File: src/rtl/audio_pkg.sv
// Shared types and constants for the audio output scheduler.
//   AUDIO_DATA_WIDTH : default sample width for the DAC path
//   aos_state_t      : write-issue FSM states
package audio_pkg;

  localparam int unsigned AUDIO_DATA_WIDTH = 16;

  typedef enum logic [1:0] {
    IDLE  = 2'd0,
    ISSUE = 2'd1,
    GAP   = 2'd2
  } aos_state_t;

endpackage

File: src/rtl/sample_fifo.sv
// Synchronous sample FIFO with flush.
//   clk, reset     : clock, synchronous active-high reset
//   flush          : empties the FIFO on the next edge
//   push, din      : write request and data (ignored when full)
//   pop            : read request (ignored when empty)
//   head           : oldest entry, visible combinationally
//   level          : occupancy, one bit wider than the pointer index
//   full, empty    : occupancy flags
module sample_fifo #(
  parameter int unsigned WIDTH = 16,
  parameter int unsigned DEPTH = 8
) (
  input  logic                     clk,
  input  logic                     reset,
  input  logic                     flush,
  input  logic                     push,
  input  logic                     pop,
  input  logic [WIDTH-1:0]         din,
  output logic [WIDTH-1:0]         head,
  output logic [$clog2(DEPTH):0]   level,
  output logic                     full,
  output logic                     empty
);

  localparam int unsigned AW = $clog2(DEPTH);

  logic [AW:0]      wr_ptr_q, rd_ptr_q;
  logic [WIDTH-1:0] mem_q [DEPTH];
  logic             do_push, do_pop;

  // Extra pointer bit separates full from empty; subtraction wraps naturally.
  assign level   = wr_ptr_q - rd_ptr_q;
  assign full    = (level == (AW + 1)'(DEPTH));
  assign empty   = (level == '0);
  assign do_push = push & ~full;
  assign do_pop  = pop & ~empty;
  assign head    = mem_q[rd_ptr_q[AW-1:0]];

  always_ff @(posedge clk) begin
    if (reset || flush) begin
      wr_ptr_q <= '0;
      rd_ptr_q <= '0;
    end else begin
      if (do_push) wr_ptr_q <= wr_ptr_q + 1'b1;
      if (do_pop)  rd_ptr_q <= rd_ptr_q + 1'b1;
    end
  end

  // Storage needs no reset: entries are only visible between the pointers.
  always_ff @(posedge clk) begin
    if (do_push) mem_q[wr_ptr_q[AW-1:0]] <= din;
  end

endmodule

File: src/rtl/audio_out_scheduler.sv
// Buffers MCU samples and paces single-cycle writes into the Audio_Controller DAC path.
//   CLOCK_50, reset          : only clock, synchronous active-high reset
//   enable                   : 0 flushes the FIFO and clears status
//   sample_in, sample_wr     : MCU sample and asynchronous write strobe (rising edge pushes)
//   sample_ready             : MCU may write
//   audio_out_allowed        : codec output FIFO has space
//   write_audio_out          : one-cycle write pulse
//   left/right_channel_audio_out : sample presented with the pulse (mono, both equal)
//   overflow_count           : saturating count of dropped pushes
//   underrun                 : sticky starvation flag
//   fifo_level               : current FIFO occupancy
module audio_out_scheduler
  import audio_pkg::*;
#(
  parameter int unsigned DATA_WIDTH      = AUDIO_DATA_WIDTH,
  parameter int unsigned FIFO_DEPTH      = 8,
  parameter int unsigned SYNC_STAGES     = 2,
  parameter int unsigned READY_MARGIN    = 2,
  parameter int unsigned UNDERRUN_CYCLES = 1024
) (
  input  logic                          CLOCK_50,
  input  logic                          reset,
  input  logic                          enable,
  input  logic [DATA_WIDTH-1:0]         sample_in,
  input  logic                          sample_wr,
  output logic                          sample_ready,
  input  logic                          audio_out_allowed,
  output logic                          write_audio_out,
  output logic [DATA_WIDTH-1:0]         left_channel_audio_out,
  output logic [DATA_WIDTH-1:0]         right_channel_audio_out,
  output logic [7:0]                    overflow_count,
  output logic                          underrun,
  output logic [$clog2(FIFO_DEPTH):0]   fifo_level
);

  localparam int unsigned LW = $clog2(FIFO_DEPTH) + 1;
  localparam int unsigned SW = $clog2(UNDERRUN_CYCLES + 1);

  aos_state_t            state_q, state_d;
  logic [SYNC_STAGES:0]  sync_q;   // top bit is the edge-detect delay stage
  logic [SYNC_STAGES:0]  vld_q;    // marks stages holding post-reset data
  logic                  armed_q;
  logic                  wr_sync, wr_prev, push_evt, pop;
  logic [DATA_WIDTH-1:0] chan_q, head;
  logic                  ready_q, played_q, underrun_q;
  logic [7:0]            ovf_q;
  logic [SW-1:0]         starve_q;
  logic                  full, empty;
  logic [LW-1:0]         level;

  assign wr_sync = sync_q[SYNC_STAGES-1];
  assign wr_prev = sync_q[SYNC_STAGES];
  // Only arm after a genuine low has been seen, so a strobe held high through
  // reset is not mistaken for a new edge.
  assign push_evt = enable & armed_q & wr_sync & ~wr_prev;

  sample_fifo #(
    .WIDTH (DATA_WIDTH),
    .DEPTH (FIFO_DEPTH)
  ) u_fifo (
    .clk   (CLOCK_50),
    .reset (reset),
    .flush (~enable),
    .push  (push_evt),
    .pop   (pop),
    .din   (sample_in),
    .head  (head),
    .level (level),
    .full  (full),
    .empty (empty)
  );

  always_comb begin
    state_d = state_q;
    pop     = 1'b0;
    case (state_q)
      IDLE: begin
        if (enable && !empty && audio_out_allowed) begin
          state_d = ISSUE;
          pop     = 1'b1;
        end
      end
      ISSUE:   state_d = enable ? GAP : IDLE;
      GAP:     state_d = IDLE;
      default: state_d = IDLE;
    endcase
  end

  always_ff @(posedge CLOCK_50) begin
    if (reset) begin
      state_q    <= IDLE;
      sync_q     <= '0;
      vld_q      <= '0;
      armed_q    <= 1'b0;
      chan_q     <= '0;
      ready_q    <= 1'b0;
      played_q   <= 1'b0;
      underrun_q <= 1'b0;
      ovf_q      <= '0;
      starve_q   <= '0;
    end else begin
      state_q <= state_d;
      sync_q  <= {sync_q[SYNC_STAGES-1:0], sample_wr};
      vld_q   <= {vld_q[SYNC_STAGES-1:0], 1'b1};
      if (vld_q[SYNC_STAGES-1] && !wr_sync) armed_q <= 1'b1;
      if (pop) chan_q <= head;
      ready_q <= enable && (level < LW'(FIFO_DEPTH - READY_MARGIN));
      if (!enable) begin
        ovf_q      <= '0;
        underrun_q <= 1'b0;
        starve_q   <= '0;
        played_q   <= 1'b0;
      end else begin
        if (push_evt && full && (ovf_q != 8'hFF)) ovf_q <= ovf_q + 8'd1;
        if (pop) played_q <= 1'b1;
        if (!empty) begin
          starve_q <= '0;
        end else if (played_q && audio_out_allowed) begin
          if (starve_q < SW'(UNDERRUN_CYCLES)) starve_q <= starve_q + 1'b1;
          if (starve_q == SW'(UNDERRUN_CYCLES - 1)) underrun_q <= 1'b1;
        end
      end
    end
  end

  assign write_audio_out         = (state_q == ISSUE);
  assign left_channel_audio_out  = chan_q;
  assign right_channel_audio_out = chan_q;
  assign sample_ready            = ready_q;
  assign overflow_count          = ovf_q;
  assign underrun                = underrun_q;
  assign fifo_level              = level;

endmodule

File: config.mk
export PLATFORM = sky130hd
export DESIGN_NAME = audio_out_scheduler
export DESIGN_NICKNAME = d
export VERILOG_FILES = /design/src/rtl/audio_pkg.sv /design/src/rtl/sample_fifo.sv /design/src/rtl/audio_out_scheduler.sv
export SDC_FILE = /design/constraint.sdc
export NUM_CORES = 1
export LEC_CHECK = 0
export BUFFER_PORTS_ARGS = -buffer_cell sky130_fd_sc_hd__buf_2
export CORE_MARGIN = 4
export CORE_UTILIZATION = 40
export CTS_CLUSTER_DIAMETER = 40
export CTS_CLUSTER_SIZE = 20
export DETAILED_ROUTE_END_ITERATION = 16
export PLACE_DENSITY = 0.7
export SLEW_MARGIN = 0
export SYNTH_ARGS = -nofsm -noshare
export SYNTH_HDL_FRONTEND = slang
export SYNTH_SLANG_ARGS = --single-unit
File: constraint.sdc
create_clock -name CLOCK_50 -period 6.7 [get_ports CLOCK_50]
set_input_delay 0.335 -clock CLOCK_50 [delete_from_list [all_inputs] [get_ports CLOCK_50]]
set_output_delay 0.335 -clock CLOCK_50 [all_outputs]
set_load 0.05 [all_outputs]
==> out/metrics.sh <==
VIAS_PER_CELL=5.39
CP_COMMON_CELL='a21oi_1'
YS_DOMINANT_REG_CELL='edfxtp_1'
FINALWEIGHTEDCONGESTION=0.776
MOST_FREQUENT_CELL_AFTER_SYNTHESIS='edfxtp_1'
FIN_UTIL_PCT=47.3
CRITPATHARRIVALTIME_NS=4.45
SYN_INST=475
FINALWORSTPATHREQUIREDPERIOD_NS=4.32
MAX_STAGE_DELAY_NS=0.75
GLOBALROUTE.TOTALOVERFLOW=0
GRT_PASS1_VIAS=4134
HALF_PERIMETER_WIRE_LENGTH_OF_THE_DETAILED_PLACEMENT_RESULT_MM=10.1
DIODES=0
DETAIL_ROUTE.ITER0.VIOLATIONS=369
DRIVE_ABOVE_1_SHARE_PCT=27.9
PRE_CTS_WS_NS=2.37
POST_SYNTH_MUX_AREA_SHARE_PCT=10.5
DESIGN.CORE.AREA_UM2=17400
SYNTHTOPCELLSBYCOUNT='edfxtp_1 (128), dfxtp_1 (54), nand2_1 (45), mux4_2 (32), a21oi_1 (30)'
CTS_MADE_BUFFERS=17
TRITONCTS_CLOCK_TREE='yes'
HTREE_LEVELS=4
DRC_ERRORS=0
CTS.REPAIR.RESIZED=0
FMAX_GHz=0.231
REPORT.FINAL.SLEW_VIOL_COUNT=0
AREA_GROWTH_PCT=14.7
FINAL.SETUP.TNS_NS=0
MAX_CAP_VIOL_COUNT=0
WORSTSETUPPATHTYPE='register to register'
CTS.CLK_SLEW.WORST_PATHS_NS=0.07
CLK-INSERTION-DELAY-LATE_NS=0.43
P_LEAK_nW=2.83
OUTCOME='finished, final reports clean'
PORT_BUFFER_COUNT=67
POST-ROUTE-WORST-SETUP-SLACK_NS=2.38
POSTROUTEWIRELENGTH_MM=15.0
REGISTER_BIT_TOTAL_FROM_SYNTHESIS=182
TIMING.SLEW.HEADROOM_PCT=42.9
RSZ0062_AT_GRT='false'
CRIT_PATH_CELL_TRACE='clkinv_1, ha_1, a21oi_1, a21oi_1, o31a_1, nand2_1, nor3_2, buf_4'
SYN-NUM-NETS=504
DESIGN.PORTCOUNT=68
DIE-HEIGHT_UM=142
WIDTH_OF_THE_DIE_UM=142
GRT_FIRST_PASS_WIRELENGTH_MM=23.5
WORST_SLEW_PIN_SLEW_NS=0.857
SYNTH_TOP_FAMILY_BY_AREA='multiplexers'
NUM_VIAS=4135
DETAIL-ROUTE-ANTENNA-NETS=0
DESIGN.DIE.AREA_UM2=20200
INITIAL_ANTENNA_VIOLATION_COUNT=0
YOSYS_WARNINGS=0
CRITPATHMAXFANOUT=19
CRITICAL_PATH.STARTPOINT_TYPE='register'
PATH_DELAY_FAMILY='buffers and inverters'
POST-SYNTH-TOP-AREA-FRACTION_PCT=53.5
GRT_MAX_DEGREE=38
POWER_DENSITY_OF_THE_PLACED_CELLS_nW_PER_UM2=266
POST_CTS.REPAIR.SETUP_BUFFERS=0
POST_SYNTH_FA_HA_MAJ_AREA_FRACTION_PCT=1.50
FILLCELLCOUNT=1520
START_UTIL_PCT=41.2
FINAL-HOLD-VIOLATION-COUNT=0
LIBRARY_CELLS_USED_BY_SYNTHESIS=43
SYNTH_AREA_LEADER_CELL='edfxtp_1'
LARGEST_CELLS_BY_AREA_AFTER_SYNTHESIS='edfxtp_1 (54%), dfxtp_1 (15%), mux4_2 (10%), nand2_1 (2.4%), a21oi_1 (2.1%)'
CTS_HOLD_BUFFERS=0
SYNTH-COMPOUND-AREA-SHARE_PCT=5.87
ASYNC_RESET_FF_SHARE_PCT=0
GRTUSAGETOTAL_PCT=15.4
SYNTH_SIMPLE_GATE_AREA_SHARE_PCT=8.07
CRIT_SLOWEST_CELL='dfxtp_1'
ROWS=48
SYNTH_SEQUENTIAL_AREA_RATIO_PCT=68.6
SKEW_NS=0.0102
CTS.SINK_COUNT=182
TIMING.FINAL.CRIT_SHARE_PCT=64.5
SYNTH_AREA_PER_CELL_UM2=15.1
CRITICAL_PATH_REQUIRED_NS=6.83
WL_PER_CELL_UM=19.5
CTS_BUFFER_DEPTH=2
HOLD_CLASS='primary input to register'
CTSROOTBUFFERMASTER='clkbuf_16'
MAPPEDNETLISTAREA_UM2=7180
SYNTH_EDF_COUNT=128
POST_SYNTH_XOR_XNOR_AREA_PCT=1.59
FINAL_NET_COUNT=558
END_KIND='register'
PATH_BUF_INV=2
WORST_IR_DROP_VDD_V=0.000185
DETAILEDROUTE.FIRSTPASSITERATIONCOUNT=5
FINALSETUPVIOLATIONS=0
cell usage in the layout (no fill, tap or decap), types with 2 or more instances in the layout:
cell type / synthesis / routed
o21a_1: 2 / 2
clkinvlp_4: 0 / 3
buf_2: 5 / 67
nand4_1: 5 / 5
a31o_2: 2 / 2
clkinv_1: 1 / 3
edfxtp_1: 128 / 128
clkinv_8: 0 / 2
clkbuf_16: 0 / 17
nand3_1: 10 / 10
inv_8: 0 / 3
o21ai_0: 6 / 6
o21ai_1: 4 / 4
xnor2_1: 5 / 5
a21oi_1: 30 / 30
xor2_1: 8 / 8
nor2_1: 23 / 23
inv_6: 0 / 4
inv_1: 10 / 10
nand2_1: 45 / 45
nor4b_2: 0 / 2
dfxtp_1: 54 / 53
mux4_2: 32 / 32
nor3_2: 0 / 4
o31ai_1: 3 / 3
ha_1: 7 / 7
buf_4: 16 / 10
and4_1: 2 / 2
or3_1: 7 / 7
or4_1: 2 / 2
mux2i_1: 3 / 3
a311oi_1: 16 / 16
nor2b_1: 5 / 5
and3_1: 5 / 5
report_power, final:
part / switching, mW / leakage [nW] / internal [mW]
logic: 0.0277 / 0.977 / 0.00831
registers: 0.00104 / 1.59 / 1.20
clock network: 0.458 / 0.267 / 0.491
registers in the layout, summed over array words and instances (netlist names):
signal and flops:
u_fifo.mem_q 128, left_channel_audio_out 16, starve_q 11, overflow_count 8, u_fifo.rd_ptr_q 4, u_fifo.wr_ptr_q 4, sync_q 3, state_q 2
vld_q 2, armed_q 1, played_q 1, sample_ready 1, underrun 1
worst paths after layout:
check,from,to,slack [ns],depth (start not counted)
max,u_fifo.rd_ptr_q[2]$_SDFFE_PP0P_,u_fifo.mem_q[4][2]$_DFFE_PP_,2.38,8
min reg2reg,vld_q[0]$_DFF_P_,vld_q[1]$_SDFF_PP0_,0.45,1
max reg2reg,u_fifo.rd_ptr_q[2]$_SDFFE_PP0P_,u_fifo.mem_q[4][2]$_DFFE_PP_,2.38,8
min,sample_wr,sync_q[0]$_SDFF_PP0_,0.12,2
through the flow:
step | total power [mW] | area, µm² | hold WS [ns] | instances
finish | 2.19 | 8230 | 0.121 | 767
global route | 2.25 | 8230 | 0.111 | 767
CTS | 2.20 | 8230 | 0.102 | 767
detailed placement | 1.27 | 7660 | 0.426 | 735
global placement | 1.26 | 7660 | 0.418 | 735
floorplan | 1.24 | 7180 | 0.407 | 475
layer usage:
metal | part of all wire (%) | GRT usage [%] | up-vias
met5 | 0 | 0 | -
met3 | 7.0 | 4.67 | 17
met4 | 1.3 | 5.66 | 0
li1 | - | - | 1913
met2 | 47 | 23.8 | 123
met1 | 44 | 20.9 | 2082
layout make-up:
type	count	area, µm²	share of cell area [%]
Clock inverter	15	140	1.70
Tap cell	225	282	3.42
Inverter	11	41.3	0.502
Clock buffer	17	425	5.17
Timing Repair Buffer	77	410	4.99
Multi-Input combinational cell	240	2010	24.4
Sequential cell	182	4930	59.9
kinds of logic after synthesis:
kind of cell / Yosys count
AO/OA/AOI/OAI: 66
XOR/XNOR: 13
adder cells (fa/ha/maj): 8
buffers and inverters: 53
flip-flops: 182
multiplexers: 35
AND/OR/NAND/NOR: 118
Note: power is estimated with default switching activity, not from simulation.
